File: src/rtl/branch_predict_unit_if.sv
// Fetch/EX pipeline bundle for the branch predictor.
// The pipeline side is the master; the predictor is the slave.
interface branch_predict_unit_if #(
  parameter int XLEN = 32
);
  logic [XLEN-1:0] if_pc;
  logic [31:0]     if_ir;
  logic            pred_taken;
  logic [XLEN-1:0] pred_target;
  logic            ex_valid;
  logic [XLEN-1:0] ex_pc;
  logic [31:0]     ex_ir;
  logic [XLEN-1:0] ex_rs1;
  logic [XLEN-1:0] ex_rs2;
  logic            ex_pred_taken;
  logic [1:0]      pc_sel;
  logic            redirect_valid;
  logic [XLEN-1:0] redirect_pc;
  logic [31:0]     branch_cnt;
  logic [31:0]     mispredict_cnt;

  modport master (
    output if_pc, if_ir, ex_valid, ex_pc, ex_ir, ex_rs1, ex_rs2, ex_pred_taken,
    input  pred_taken, pred_target, pc_sel, redirect_valid, redirect_pc,
           branch_cnt, mispredict_cnt
  );

  modport slave (
    input  if_pc, if_ir, ex_valid, ex_pc, ex_ir, ex_rs1, ex_rs2, ex_pred_taken,
    output pred_taken, pred_target, pc_sel, redirect_valid, redirect_pc,
           branch_cnt, mispredict_cnt
  );
endinterface

File: src/rtl/branch_predict_unit.sv
// Bimodal branch predictor: a table of 2-bit saturating counters looked up
// at fetch and trained at EX, plus branch resolution, redirect generation
// and branch / mispredict statistics.
module branch_predict_unit #(
  parameter int         XLEN      = 32,
  parameter int         BHT_DEPTH = 64,
  parameter logic [1:0] CTR_INIT  = 2'b01
) (
  input logic                 clk,
  input logic                 rst_n,
  branch_predict_unit_if.slave bus
);
  localparam int         IDX_W     = $clog2(BHT_DEPTH);
  localparam logic [6:0] OP_BRANCH = 7'b1100011;
  localparam logic [6:0] OP_JAL    = 7'b1101111;
  localparam logic [6:0] OP_JALR   = 7'b1100111;

  logic [1:0]      bht [BHT_DEPTH];
  logic [31:0]     branch_cnt_q;
  logic [31:0]     mispredict_cnt_q;

  logic [IDX_W-1:0] if_idx;
  logic [IDX_W-1:0] ex_idx;
  logic [6:0]       ex_op;
  logic [2:0]       ex_f3;
  logic             ex_taken;
  logic             bht_update;
  logic [XLEN-1:0]  jalr_sum;
  logic [1:0]       pc_sel_c;
  logic             redirect_valid_c;
  logic [XLEN-1:0]  redirect_pc_c;
  logic             unused_if_ir_bits;

  // func3 010 and 011 are not defined for conditional branches
  function automatic logic func3_ok(input logic [2:0] f3);
    return (f3 != 3'b010) && (f3 != 3'b011);
  endfunction

  function automatic logic [XLEN-1:0] b_imm(input logic [31:0] ir);
    return {{(XLEN-12){ir[31]}}, ir[7], ir[30:25], ir[11:8], 1'b0};
  endfunction

  function automatic logic [XLEN-1:0] j_imm(input logic [31:0] ir);
    return {{(XLEN-20){ir[31]}}, ir[19:12], ir[20], ir[30:21], 1'b0};
  endfunction

  function automatic logic [XLEN-1:0] i_imm(input logic [31:0] ir);
    return {{(XLEN-12){ir[31]}}, ir[31:20]};
  endfunction

  assign if_idx   = bus.if_pc[IDX_W+1:2];
  assign ex_idx   = bus.ex_pc[IDX_W+1:2];
  assign ex_op    = bus.ex_ir[6:0];
  assign ex_f3    = bus.ex_ir[14:12];
  assign jalr_sum = bus.ex_rs1 + i_imm(bus.ex_ir);

  // rs1/rs2 fields of the fetch instruction play no part in prediction
  assign unused_if_ir_bits = ^bus.if_ir[24:15];

  // Fetch prediction reads the table as it stands; no bypass from EX
  assign bus.pred_taken  = (bus.if_ir[6:0] == OP_BRANCH) && func3_ok(bus.if_ir[14:12])
                           && bht[if_idx][1];
  assign bus.pred_target = bus.if_pc + b_imm(bus.if_ir);

  // Resolve the EX branch condition with full-width compares
  always_comb begin
    ex_taken = 1'b0;
    case (ex_f3)
      3'b000:  ex_taken = (bus.ex_rs1 == bus.ex_rs2);
      3'b001:  ex_taken = (bus.ex_rs1 != bus.ex_rs2);
      3'b100:  ex_taken = ($signed(bus.ex_rs1) <  $signed(bus.ex_rs2));
      3'b101:  ex_taken = ($signed(bus.ex_rs1) >= $signed(bus.ex_rs2));
      3'b110:  ex_taken = (bus.ex_rs1 <  bus.ex_rs2);
      3'b111:  ex_taken = (bus.ex_rs1 >= bus.ex_rs2);
      default: ex_taken = 1'b0;
    endcase
  end

  assign bht_update = bus.ex_valid && (ex_op == OP_BRANCH) && func3_ok(ex_f3);

  // Select next PC source and raise a redirect for jumps and wrong predictions
  always_comb begin
    pc_sel_c         = 2'b00;
    redirect_valid_c = 1'b0;
    redirect_pc_c    = '0;
    if (bus.ex_valid) begin
      if (ex_op == OP_JAL) begin
        pc_sel_c         = 2'b11;
        redirect_valid_c = 1'b1;
        redirect_pc_c    = bus.ex_pc + j_imm(bus.ex_ir);
      end else if (ex_op == OP_JALR) begin
        pc_sel_c         = 2'b01;
        redirect_valid_c = 1'b1;
        redirect_pc_c    = {jalr_sum[XLEN-1:1], 1'b0};
      end else if (ex_op == OP_BRANCH) begin
        if (ex_taken) begin
          pc_sel_c = 2'b10;
        end
        if (ex_taken != bus.ex_pred_taken) begin
          redirect_valid_c = 1'b1;
          redirect_pc_c    = ex_taken ? (bus.ex_pc + b_imm(bus.ex_ir))
                                      : (bus.ex_pc + XLEN'(4));
        end
      end
    end
  end

  assign bus.pc_sel         = pc_sel_c;
  assign bus.redirect_valid = redirect_valid_c;
  assign bus.redirect_pc    = redirect_pc_c;
  assign bus.branch_cnt     = branch_cnt_q;
  assign bus.mispredict_cnt = mispredict_cnt_q;

  // Train the addressed counter toward the resolved outcome, saturating
  always_ff @(posedge clk or negedge rst_n) begin
    if (!rst_n) begin
      for (int i = 0; i < BHT_DEPTH; i++) begin
        bht[i] <= CTR_INIT;
      end
    end else if (bht_update) begin
      if (ex_taken && (bht[ex_idx] != 2'b11)) begin
        bht[ex_idx] <= bht[ex_idx] + 2'b01;
      end else if (!ex_taken && (bht[ex_idx] != 2'b00)) begin
        bht[ex_idx] <= bht[ex_idx] - 2'b01;
      end
    end
  end

  // Count resolved branches and wrong predictions, sticking at all-ones
  always_ff @(posedge clk or negedge rst_n) begin
    if (!rst_n) begin
      branch_cnt_q     <= '0;
      mispredict_cnt_q <= '0;
    end else if (bht_update) begin
      if (branch_cnt_q != 32'hFFFF_FFFF) begin
        branch_cnt_q <= branch_cnt_q + 32'd1;
      end
      if ((ex_taken != bus.ex_pred_taken) && (mispredict_cnt_q != 32'hFFFF_FFFF)) begin
        mispredict_cnt_q <= mispredict_cnt_q + 32'd1;
      end
    end
  end
endmodule

File: src/flat_wrapper.sv
// flat-port wrapper written by rule: the top's interface ports become plain ports
module branch_predict_unit_flat 
#(
  parameter int         XLEN      = 32,
  parameter int         BHT_DEPTH = 64,
  parameter logic [1:0] CTR_INIT  = 2'b01
)
  (clk, rst_n, bus_if_pc, bus_if_ir, bus_ex_valid, bus_ex_pc, bus_ex_ir, bus_ex_rs1, bus_ex_rs2, bus_ex_pred_taken, bus_pred_taken, bus_pred_target, bus_pc_sel, bus_redirect_valid, bus_redirect_pc, bus_branch_cnt, bus_mispredict_cnt);
  branch_predict_unit_if #(.XLEN(XLEN)) bus_i ();
  input logic clk;
  input logic rst_n;
  input wire logic [$bits(bus_i.if_pc)-1:0] bus_if_pc;
  input wire logic [$bits(bus_i.if_ir)-1:0] bus_if_ir;
  input wire logic [$bits(bus_i.ex_valid)-1:0] bus_ex_valid;
  input wire logic [$bits(bus_i.ex_pc)-1:0] bus_ex_pc;
  input wire logic [$bits(bus_i.ex_ir)-1:0] bus_ex_ir;
  input wire logic [$bits(bus_i.ex_rs1)-1:0] bus_ex_rs1;
  input wire logic [$bits(bus_i.ex_rs2)-1:0] bus_ex_rs2;
  input wire logic [$bits(bus_i.ex_pred_taken)-1:0] bus_ex_pred_taken;
  output wire logic [$bits(bus_i.pred_taken)-1:0] bus_pred_taken;
  output wire logic [$bits(bus_i.pred_target)-1:0] bus_pred_target;
  output wire logic [$bits(bus_i.pc_sel)-1:0] bus_pc_sel;
  output wire logic [$bits(bus_i.redirect_valid)-1:0] bus_redirect_valid;
  output wire logic [$bits(bus_i.redirect_pc)-1:0] bus_redirect_pc;
  output wire logic [$bits(bus_i.branch_cnt)-1:0] bus_branch_cnt;
  output wire logic [$bits(bus_i.mispredict_cnt)-1:0] bus_mispredict_cnt;
  assign bus_i.if_pc = bus_if_pc;
  assign bus_i.if_ir = bus_if_ir;
  assign bus_i.ex_valid = bus_ex_valid;
  assign bus_i.ex_pc = bus_ex_pc;
  assign bus_i.ex_ir = bus_ex_ir;
  assign bus_i.ex_rs1 = bus_ex_rs1;
  assign bus_i.ex_rs2 = bus_ex_rs2;
  assign bus_i.ex_pred_taken = bus_ex_pred_taken;
  assign bus_pred_taken = bus_i.pred_taken;
  assign bus_pred_target = bus_i.pred_target;
  assign bus_pc_sel = bus_i.pc_sel;
  assign bus_redirect_valid = bus_i.redirect_valid;
  assign bus_redirect_pc = bus_i.redirect_pc;
  assign bus_branch_cnt = bus_i.branch_cnt;
  assign bus_mispredict_cnt = bus_i.mispredict_cnt;
  branch_predict_unit #(.XLEN(XLEN), .BHT_DEPTH(BHT_DEPTH), .CTR_INIT(CTR_INIT)) u_core (.clk(clk), .rst_n(rst_n), .bus(bus_i));
endmodule
File: config.mk
export PLATFORM = sky130hd
export DESIGN_NAME = branch_predict_unit_flat
export DESIGN_NICKNAME = d
export VERILOG_FILES = /design/src/rtl/branch_predict_unit_if.sv /design/src/rtl/branch_predict_unit.sv /design/src/flat_wrapper.sv
export SDC_FILE = /design/constraint.sdc
export NUM_CORES = 1
export LEC_CHECK = 0
export ABC_CLOCK_PERIOD_IN_PS = 7400
export BUFFER_PORTS_ARGS = -buffer_cell sky130_fd_sc_hd__buf_2
export CAP_MARGIN = 20
export CORE_ASPECT_RATIO = 0.6
export CORE_MARGIN = 5
export CORE_UTILIZATION = 60
export CTS_CLUSTER_DIAMETER = 50
export DETAILED_ROUTE_END_ITERATION = 8
export GPL_TIMING_DRIVEN = 0
export PLACE_DENSITY_LB_ADDON = 0.3
export RECOVER_POWER = 50
export SLEW_MARGIN = 20
export SYNTH_ARGS = -nofsm -noshare
export SYNTH_HDL_FRONTEND = slang
export SYNTH_SLANG_ARGS = --single-unit
File: constraint.sdc
create_clock -name clk -period 7.4 [get_ports clk]
set_clock_uncertainty 0.05 [all_clocks]
set_input_delay 0.74 -clock clk [delete_from_list [all_inputs] [get_ports clk]]
set_output_delay 0.74 -clock clk [all_outputs]
set_load 0.02 [all_outputs]
* After elaboration in Yosys (flattened, before gate mapping)
Cells that the tools add are included.
W data, S select, Z words.
** Operators by class
- Magnitude comparators :: 7
- Bitwise operators :: 2
- Mux-type cells :: 29
- Reductions and logical operators :: 17
- Add/subtract/negate cells :: 9
- Shift operators :: 0
- Divide/modulo/power cells :: 0
- $mul :: 0
- Equality and inequality tests :: 19
** Operators with widths (count)
- $bwmux W128 :: 2
- $mux W128 :: 2
- $mux W32 :: 6
- $add A32 B32 Y32 :: 4
- $add A32 B1 Y32 const B :: 2
- $ge A32 B32 Y1 :: 2
- $lt A32 B32 Y1 :: 2
- $ne A32 B32 Y1 const B :: 2
- $add A32 B3 Y32 const B :: 1
- $eq A32 B32 Y1 :: 1
- $ne A32 B32 Y1 :: 1
- $eq A7 B7 Y1 const B :: 4
- $bmux W2 S6 :: 2
- $mux W2 :: 10
- $ge A7 B7 Y1 const B :: 2
- $not A6 Y7 :: 2
- $demux W2 S6 :: 1
- $eq A3 B3 Y1 const B :: 4
- $ne A3 B2 Y1 const B :: 4
- $logic_and A1 B1 Y1 :: 10
- $lt A7 B1 Y1 const B :: 1
- $pmux W1 S6 :: 1
- $reduce_and A2 Y1 :: 3
- $mux W1 :: 5
- 8 further kinds :: 9
** Word-level totals
- Memories :: 0
- Memory bits (read-only) :: 0
- Input port bits :: 196
- Bits in registers :: 192
- RAM bits :: 0
- Output and inout port bits :: 132
- Bits in latches :: 0
- Word-level logic and storage cells :: 149

* Longest topological paths before layout
Gate-level depths: netlist of run 1.
- Depth after elaboration :: 8
- Gate-level depth with buffers :: 20

* Least setup slack after synthesis of run 1
Ideal clock, no wire load.
- Path type :: in2out
- Start point :: input bus_if_pc[2]
- End point :: output bus_pred_target[29]
- Data arrival time :: 4.095 ns
- Stages on the path :: 14
- Slack :: 2.515 ns
- Cell sequence :: clkbuf_1 buf_1 inv_1 fa_1 nor2b_1 o21ai_0 a21o_1 a31oi_1 a21oi_1 o31a_1 a21o_1 o2111ai_1 a21oi_1 xnor2_1
** Between the ends
- Longest elaborated chain between the ends :: 1
** RTL lines
- start: declaration :: RTL line flat_wrapper.sv:12 : input wire logic [$bits(bus_i.if_pc)-1:0] bus_if_pc;
- $add A32 B32 Y32 :: RTL line branch_predict_unit.sv:63 : assign bus.pred_target = bus.if_pc + b_imm(bus.if_ir);
- end: declaration :: RTL line flat_wrapper.sv:21 : output wire logic [$bits(bus_i.pred_target)-1:0] bus_pred_target;
Every way passes these cells.

* Final worst setup path of run 1
- Start point :: input bus_ex_pc[4]
- End point :: register u_core.bht[35] (netlist name)
** Between the ends
- Longest elaborated chain between the ends :: 8
** RTL lines
- start: declaration :: RTL line flat_wrapper.sv:15 : input wire logic [$bits(bus_i.ex_pc)-1:0] bus_ex_pc;
- $not A6 Y7 (implied by the code) (*)
- $bmux W2 S6, or another cell as far along
- $mux W2 (implied by the code) / $logic_and A1 B1 Y1 (equally long branches)
- $mux W2 (on tied branches)
- $sub A2 B1 Y2, or another cell as far along :: RTL line branch_predict_unit.sv:124 : bht[ex_idx] <= bht[ex_idx] - 2'b01;
- $bwmux W128, or another cell as far along :: RTL line branch_predict_unit.sv:124
- $mux W128 / $reduce_bool A2 Y1 (equally long branches)
- $mux W128 / $reduce_and A2 Y1 (equally long branches)
- end signal: indexed assignment :: RTL line branch_predict_unit.sv:122 : bht[ex_idx] <= bht[ex_idx] + 2'b01;
- end signal: indexed assignment :: RTL line branch_predict_unit.sv:124
- end: declaration :: RTL line branch_predict_unit.sv:18 : logic [1:0] bht [BHT_DEPTH];
Mark *: on every way between the ends. The rest lies on a longest branch, timed or not. The select of a mux whose other input is x is not followed.
A chain may end at the register's enable or synchronous reset.

==> impl_metrics.tcl, run 1 <==
set metrics [dict create \
    sw_frac_of_total_pct 38.0 \
    post_cts_resized 0 \
    numCtsBuffers 17 \
    fp-row-count 48 \
    hp-class "register to register" \
    p_switching_mw 1.14 \
    vias_per_cell 6.67 \
    place_congestion 1.05 \
    critPathBufInv 8 \
    cap_viol_max_count 1 \
    hpwl_mm 49.7 \
    synth_top_area_cell "dfrtp_1" \
    cp_top_family "buffers and inverters" \
    core_um2 28700 \
    yosysTopAreaCellShare_pct 18.4 \
    start_util_pct 60.8 \
    die_h_um 142 \
    routedWlPerCell_um 23.9 \
    cp-end-kind "register" \
    setup_tns_ns 0 \
    violations "capacitance limit, slew limit" \
    grt_pass1_vias 16600 \
    synthTopCellsByArea "dfrtp_1 18%, ha_1 10%, dfstp_2 9.6%" \
    async_reset_ff_share_pct 100 \
    drive_gt1_share_pct 25.1 \
    tightest_slew_ns 5.15 \
    max_stage_delay_ns 0.92 \
    cp_max_fo 10 \
    grt_pass1_wl_mm 95.1 \
    yosysMostFrequentCell "ha_1" \
    ios 328 \
    cp_common_cell "clkbuf_1" \
    cp_slowest_cell "o41ai_1" \
    via_count 17600 \
    max_slew_margin_pct -243 \
    clockPowerShare_pct 30.7 \
    fmaxAchievable_mhz 157 \
    drtPass1Iterations 7 \
    synth-edff-count 0 \
    crit_path_start_kind "primary input" \
    cts-root-buf "clkbuf_16" \
    grt_use_total_pct 36.9 \
    fp.dieW_um 230 \
    synthDistinctLibCells 90 \
    final-setup-viol-count 0 \
    worst-setup-path-type "primary input to register" \
    rsz0062_at_grt "no" \
    port_buffers 315 \
    critPathRequiredTime_ns 7.73 \
    internal-power_mw 1.87 \
    critPathArrivalTime_ns 6.68 \
    path_clk_slew_ns 0.08 \
    status "finished, violations left" \
    syn_area_um2 17400 \
    grt_overflow 0 \
    area_growth_pct 15.0 \
    ctsHoldBuffers 0 \
    drc 0 \
    cts_setup_buffers 0 \
    yosysWarnings 0 \
    cts_tree "built" \
    drv_slew 96 \
    drtIter0Drc 2326 \
    grt_antenna_before_repair 9 \
    hold_slack_ns 0.444 \
    min_period_over_period_pct 85.8 \
    synthFlopType "dfrtp_1" \
    worstSkewPairLatency_ns 0.46 \
    p_comb_share_pct 34.2 \
    peakVddDrop_v 0.000130 \
    clock-sinks 192 \
    finalCriticalPeriod_ns 6.35 \
    hold_viol 0 \
    power_leakage_nw 9.30 \
    power_density_nw_per_um2 150 \
    synth_seq_cells 192 \
    antenna_left 0 \
    syn_area_per_cell_um2 9.17 \
    routed_wl_mm 62.8 \
    cts_buffer_depth 2 \
    cp_cell_sequence "buf_2 > clkbuf_1 > or3_1 > clkbuf_1 > o22ai_1 > o41ai_1 > nand2_1 > a221oi_1 > nand4_1 > clkbuf_1 > clkbuf_1 > inv_1 > ha_1 > inv_1 > nand3_1 > xor2_1 > clkbuf_1 > mux2_2" \
    dieArea_um2 32700 \
    grt_max_degree 99 \
    nNetsFinal 2577 \
    ys_top_cells_by_count "140 x ha_1, 128 x dfrtp_1, 124 x a21oi_1" \
    seqPwrFrac_pct 35.1 \
    synth_cells 1902 \
    h-tree-depth 4 \
    seq_area_frac_synth_pct 28.0 \
    synth_fp_nets 2242 \
]
## power groups by stage
stage	logic (mW)	clock network, mW	registers, mW
after CTS	0.990	0.922	1.06
after floorplan	0.625	0	1.08
after global routing	1.10	0.970	1.06
after detailed placement	0.982	0	1.08
final	1.03	0.923	1.06
after global placement	0.961	0	1.07
## worst register-to-register path: stages, from the launching register on
cell	delay, ns
dfstp_2	0.55
o22ai_1	0.11
o41ai_1	0.92
nand2_1	0.17
a221oi_1	0.50
nand4_1	0.36
clkbuf_1	0.34
clkbuf_1	0.30
inv_1	0.11
ha_1	0.14
inv_1	0.06
nand3_1	0.10
xor2_1	0.77
clkbuf_1	0.45
mux2_2	0.25
## area by class of cell
type | count | area, um^2
antenna | 7 | 17.5
buffer | 87 | 392
clock inverter | 14 | 145
multi-input combinational | 1544 | 11900
fill | 2328 | 8650
clock buffer | 18 | 439
timing repair buffer | 316 | 1520
inverter | 79 | 297
tap | 375 | 469
sequential | 192 | 4880
## per-stage QoR
stage	utilization [%]	instance area (um^2)	setup WS (ns)	power (mW)	std cells
5_1_grt	69.9	20100	0.924	3.13	2632
2_1_floorplan	-	17400	2.52	1.70	1902
6_report	69.9	20100	1.05	3.01	2632
4_1_cts	70.1	20100	1.57	2.97	2625
3_3_place_gp	67.9	19500	1.23	2.04	2592
3_5_place_dp	68.0	19500	1.11	2.06	2593
## logic make-up (layout without fill, tap and decap cells)
| kind of cell | Yosys count | after routing | synth area share (%) |
|---|---|---|---|
| other | 0 | 7 | 0 |
| AO/OA/AOI/OAI | 486 | 486 | 18.6 |
| buffers and inverters | 166 | 514 | 3.95 |
| XOR/XNOR | 196 | 196 | 9.84 |
| multiplexers | 154 | 154 | 11.3 |
| AND/OR/NAND/NOR | 564 | 564 | 17.8 |
| flip-flops | 192 | 192 | 28.0 |
| adder cells (fa/ha/maj) | 144 | 144 | 10.5 |
## per-layer routing
| metal | track usage, % | part of all wire [%] | vias to the layer above |
|---|---|---|---|
| met5 | 0 | 0.021 | - |
| met4 | 9.84 | 2.5 | 2 |
| met3 | 13.0 | 15 | 142 |
| met2 | 51.3 | 40 | 1242 |
| met1 | 54.6 | 43 | 8366 |
| li1 | - | - | 7805 |
## placed cells by master, fill, tap and decap left out, drive strengths merged, types with 13 or more instances in the layout
| cell type | count |
|---|---|
| or3 | 13 |
| ha | 140 |
| nand3 | 132 |
| mux4 | 21 |
| a22oi | 47 |
| nor2 | 83 |
| and4 | 15 |
| a21oi | 124 |
| o211ai | 13 |
| dfstp | 64 |
| xnor2 | 117 |
| xor2 | 79 |
| nand2 | 117 |
| nand4 | 37 |
| dfrtp | 128 |
| and2 | 16 |
| o22ai | 47 |
| a21o | 61 |
| clkbuf | 149 |
| o21bai | 13 |
| o21ai | 70 |
| a31oi | 14 |
| buf | 272 |
| inv | 85 |
| nor3 | 41 |
| mux2 | 130 |
| and3 | 33 |
## worst paths after layout
path | from | end | slack (ns) | depth (start not counted)
setup / recovery | bus_ex_pc[4] | u_core.bht[35] | 1.05 | 18
hold / removal | u_core.bus.branch_cnt[5] | u_core.bus.branch_cnt[5] | 0.44 | 1
min in group asynchronous | rst_n | u_core.bus.mispredict_cnt[15] | 2.10 | 1
hold reg to reg | u_core.bus.branch_cnt[5] | u_core.bus.branch_cnt[5] | 0.44 | 1
max in group asynchronous | rst_n | u_core.bht[43] | 2.30 | 1
setup reg to reg | register | u_core.bht[35] | 2.17 | 14
Note: power is estimated with default switching activity, not from simulation.
==> inputs of run 2 (changes only) <==
--- a/config.mk
+++ b/config.mk
@@ -5,12 +5,12 @@
 export SDC_FILE = /design/constraint.sdc
 export NUM_CORES = 1
 export LEC_CHECK = 0
-export ABC_CLOCK_PERIOD_IN_PS = 7400
+export ABC_CLOCK_PERIOD_IN_PS = 6100
 export BUFFER_PORTS_ARGS = -buffer_cell sky130_fd_sc_hd__buf_2
 export CAP_MARGIN = 20
 export CORE_ASPECT_RATIO = 0.6
 export CORE_MARGIN = 5
-export CORE_UTILIZATION = 60
+export CORE_UTILIZATION = 58
 export CTS_CLUSTER_DIAMETER = 50
 export DETAILED_ROUTE_END_ITERATION = 8
 export GPL_TIMING_DRIVEN = 0
==> constraint.sdc (replaced) <==
create_clock -name clk -period 6.1 [get_ports clk]
set_clock_uncertainty 0.05 [all_clocks]
set_input_delay 0.61 -clock clk [delete_from_list [all_inputs] [get_ports clk]]
set_output_delay 0.61 -clock clk [all_outputs]
set_load 0.02 [all_outputs]
==> impl_metrics.tcl, run 2 (same netlist as run 1, synthesis figures left out) <==
set metrics [dict create \
    port_buffers 315 \
    r2r-end "u_core.bht[87]" \
    drtIter0Drc 2360 \
    clockPowerShare_pct 30.3 \
    cp_slowest_cell "o41ai_1" \
    drtPass1Iterations 8 \
    r2r_setup_slack_ns 1.09 \
    vias_per_cell 6.61 \
    drv_slew 98 \
    tightest_slew_ns 4.60 \
    hold_viol 0 \
    drive_gt1_share_pct 25.1 \
    clock-sinks 192 \
    utilization_pct 67.5 \
    hp-class "register to register" \
    hp-start "u_core.bus.mispredict_cnt[15]" \
    dieArea_um2 33800 \
    finalCriticalPeriod_ns 5.98 \
    final-setup-viol-count 0 \
    routedWlPerCell_um 24.0 \
    sw_frac_of_total_pct 38.2 \
    cts_setup_buffers 0 \
    internal-power_mw 2.25 \
    power_density_nw_per_um2 181 \
    min_period_over_period_pct 98.0 \
    drc 0 \
    p_comb_share_pct 34.5 \
    power_mw 3.65 \
    dp.cells 2626 \
    setup_tns_ns 0 \
    routed_wl_mm 63.9 \
    rsz0062_at_grt "no" \
    violations "capacitance limit, slew limit" \
    worstSkewPairLatency_ns 0.45 \
    cts_buffer_depth 2 \
    min_to "u_core.bus.mispredict_cnt[15]" \
    cts-root-buf "clkbuf_16" \
    grt_pass1_vias 16600 \
    fp.dieW_um 234 \
    max_slew_margin_pct -206 \
    r2r_cells 12 \
    seqPwrFrac_pct 35.1 \
    n_fill_cell 2442 \
    antenna_left 0 \
    cp_max_fo 10 \
    h-tree-depth 4 \
    hpwl_mm 50.8 \
    cts_tree "built" \
    critPathRequiredTime_ns 6.39 \
    fp-row-count 49 \
    path_clk_slew_ns 0.08 \
    cp_cell_sequence "buf_2 > clkbuf_1 > or3_1 > clkbuf_1 > o22ai_1 > o41ai_1 > nand2_1 > a221oi_1 > nand4_1 > clkbuf_1 > clkbuf_1 > ha_1 > a211oi_4 > buf_6 > nand3_1 > mux2_2" \
    max_stage_delay_ns 1.01 \
    hold_slack_ns 0.444 \
    status "finished, violations left" \
    critPathArrivalTime_ns 6.27 \
    p_switching_mw 1.40 \
    power_leakage_nw 9.30 \
    cp-end-kind "register" \
    final_common_cell "buf_2" \
    grt_use_total_pct 36.9 \
    whs_path_depth 1 \
    cp_common_cell "clkbuf_1" \
    grt_pass1_wl_mm 96.2 \
    area_growth_pct 15.3 \
    final_cell_mix "261 x buf_2, 140 x ha_1, 131 x clkbuf_1, 128 x dfrtp_1, 124 x a21oi_1" \
    peakVddDrop_v 0.000160 \
    grt_overflow 0 \
    place_congestion 1.05 \
    numCtsBuffers 17 \
    fmaxAchievable_mhz 167 \
    core_um2 29800 \
    cap_viol_max_count 1 \
    start_util_pct 58.5 \
    die_h_um 144 \
    via_count 17600 \
    worst-setup-path-type "primary input to register" \
    crit_path_start_kind "primary input" \
    nNetsFinal 2577 \
    fin_cells 2667 \
    grt_antenna_before_repair 11 \
    grt_max_degree 99 \
    ios 328 \
]
-- run 2: changes by cell type in the layout (fill, tap and decap cells not counted) --
cell,previous run,this run
nor3_1,39,38
xor2_2,0,1
clkdlybuf4s25_1,0,1
clkbuf_8,1,0
o21ai_0,66,67
inv_8,2,1
xor2_1,79,78
clkinv_4,0,2
nor3_2,2,3
o21ai_1,2,1
diode_2,7,9
clkinv_2,3,1
clkinvlp_4,1,2
-- run 2: area by class of cell --
cell class	count	area, um^2	share of cell area (%)
Clock buffer	18	429	2.13
Buffer	87	392	1.95
Timing Repair Buffer	316	1530	7.59
Inverter	79	297	1.47
Multi-Input combinational cell	1544	11900	59.2
Clock inverter	14	149	0.740
Sequential cell	192	4880	24.3
Antenna cell	9	22.5	0.112
Tap cell	408	510	2.54
-- run 2: what timing repair did --
| action | CTS | global route |
|---|---|---|
| gates resized for setup | 0 | 1 |
| hold buffers | 0 | 0 |
| endpoints found under the setup margin | 0 | 21 |
-- run 2: how the worst max path moves through the flow --
stage | start | to | slack, ns | depth (start not counted)
floorplan | bus_if_pc[2] | bus_pred_target[29] | 1.48 | 14
global placement | bus_ex_pc[4] | u_core.bht[21] | 0.19 | 18
detailed placement | bus_ex_pc[4] | u_core.bht[21] | 0.07 | 19
CTS | bus_ex_pc[4] | u_core.bht[21] | 0.53 | 18
global route | bus_ex_pc[4] | u_core.bht[93] | 0.09 | 17
finish | bus_ex_pc[4] | u_core.bht[87] | 0.12 | 16
-- run 2: per-stage QoR --
| stage | cell area (um^2) | worst slack [ns] |
|---|---|---|
| 6_report | 20100 | 0.120 |
| 4_1_cts | 20100 | 0.530 |
| 3_5_place_dp | 19600 | 0.0658 |
| 2_1_floorplan | 17400 | 1.48 |
| 3_3_place_gp | 19500 | 0.194 |
| 5_1_grt | 20100 | 0.0894 |
-- run 2: power by group through the flow --
stage | clock network [mW] | logic [mW] | registers (mW)
after CTS | 1.11 | 1.21 | 1.28
after global routing | 1.16 | 1.34 | 1.28
after detailed placement | 0 | 1.20 | 1.30
final | 1.11 | 1.26 | 1.28
after global placement | 0 | 1.17 | 1.30
after floorplan | 0 | 0.758 | 1.31
-- run 2: worst max-delay path, delay by kind of cell --
kind	cells	cell delay (ns)
AO/OA/AOI/OAI	4	2.21
buffers and inverters	6	1.97
AND/OR/NAND/NOR	4	0.83
multiplexers	1	0.35
adder cells (fa/ha/maj)	1	0.30
-- run 2: per-layer routing --
layer	routed length [um]	global-route usage, %	part of all wire, %	up-vias
met3	9740	12.1	15	145
met2	25100	50.3	39	1207
met5	27	0	0.042	-
met4	1630	9.76	2.6	4
met1	27400	55.8	43	8481
li1	-	-	-	7802
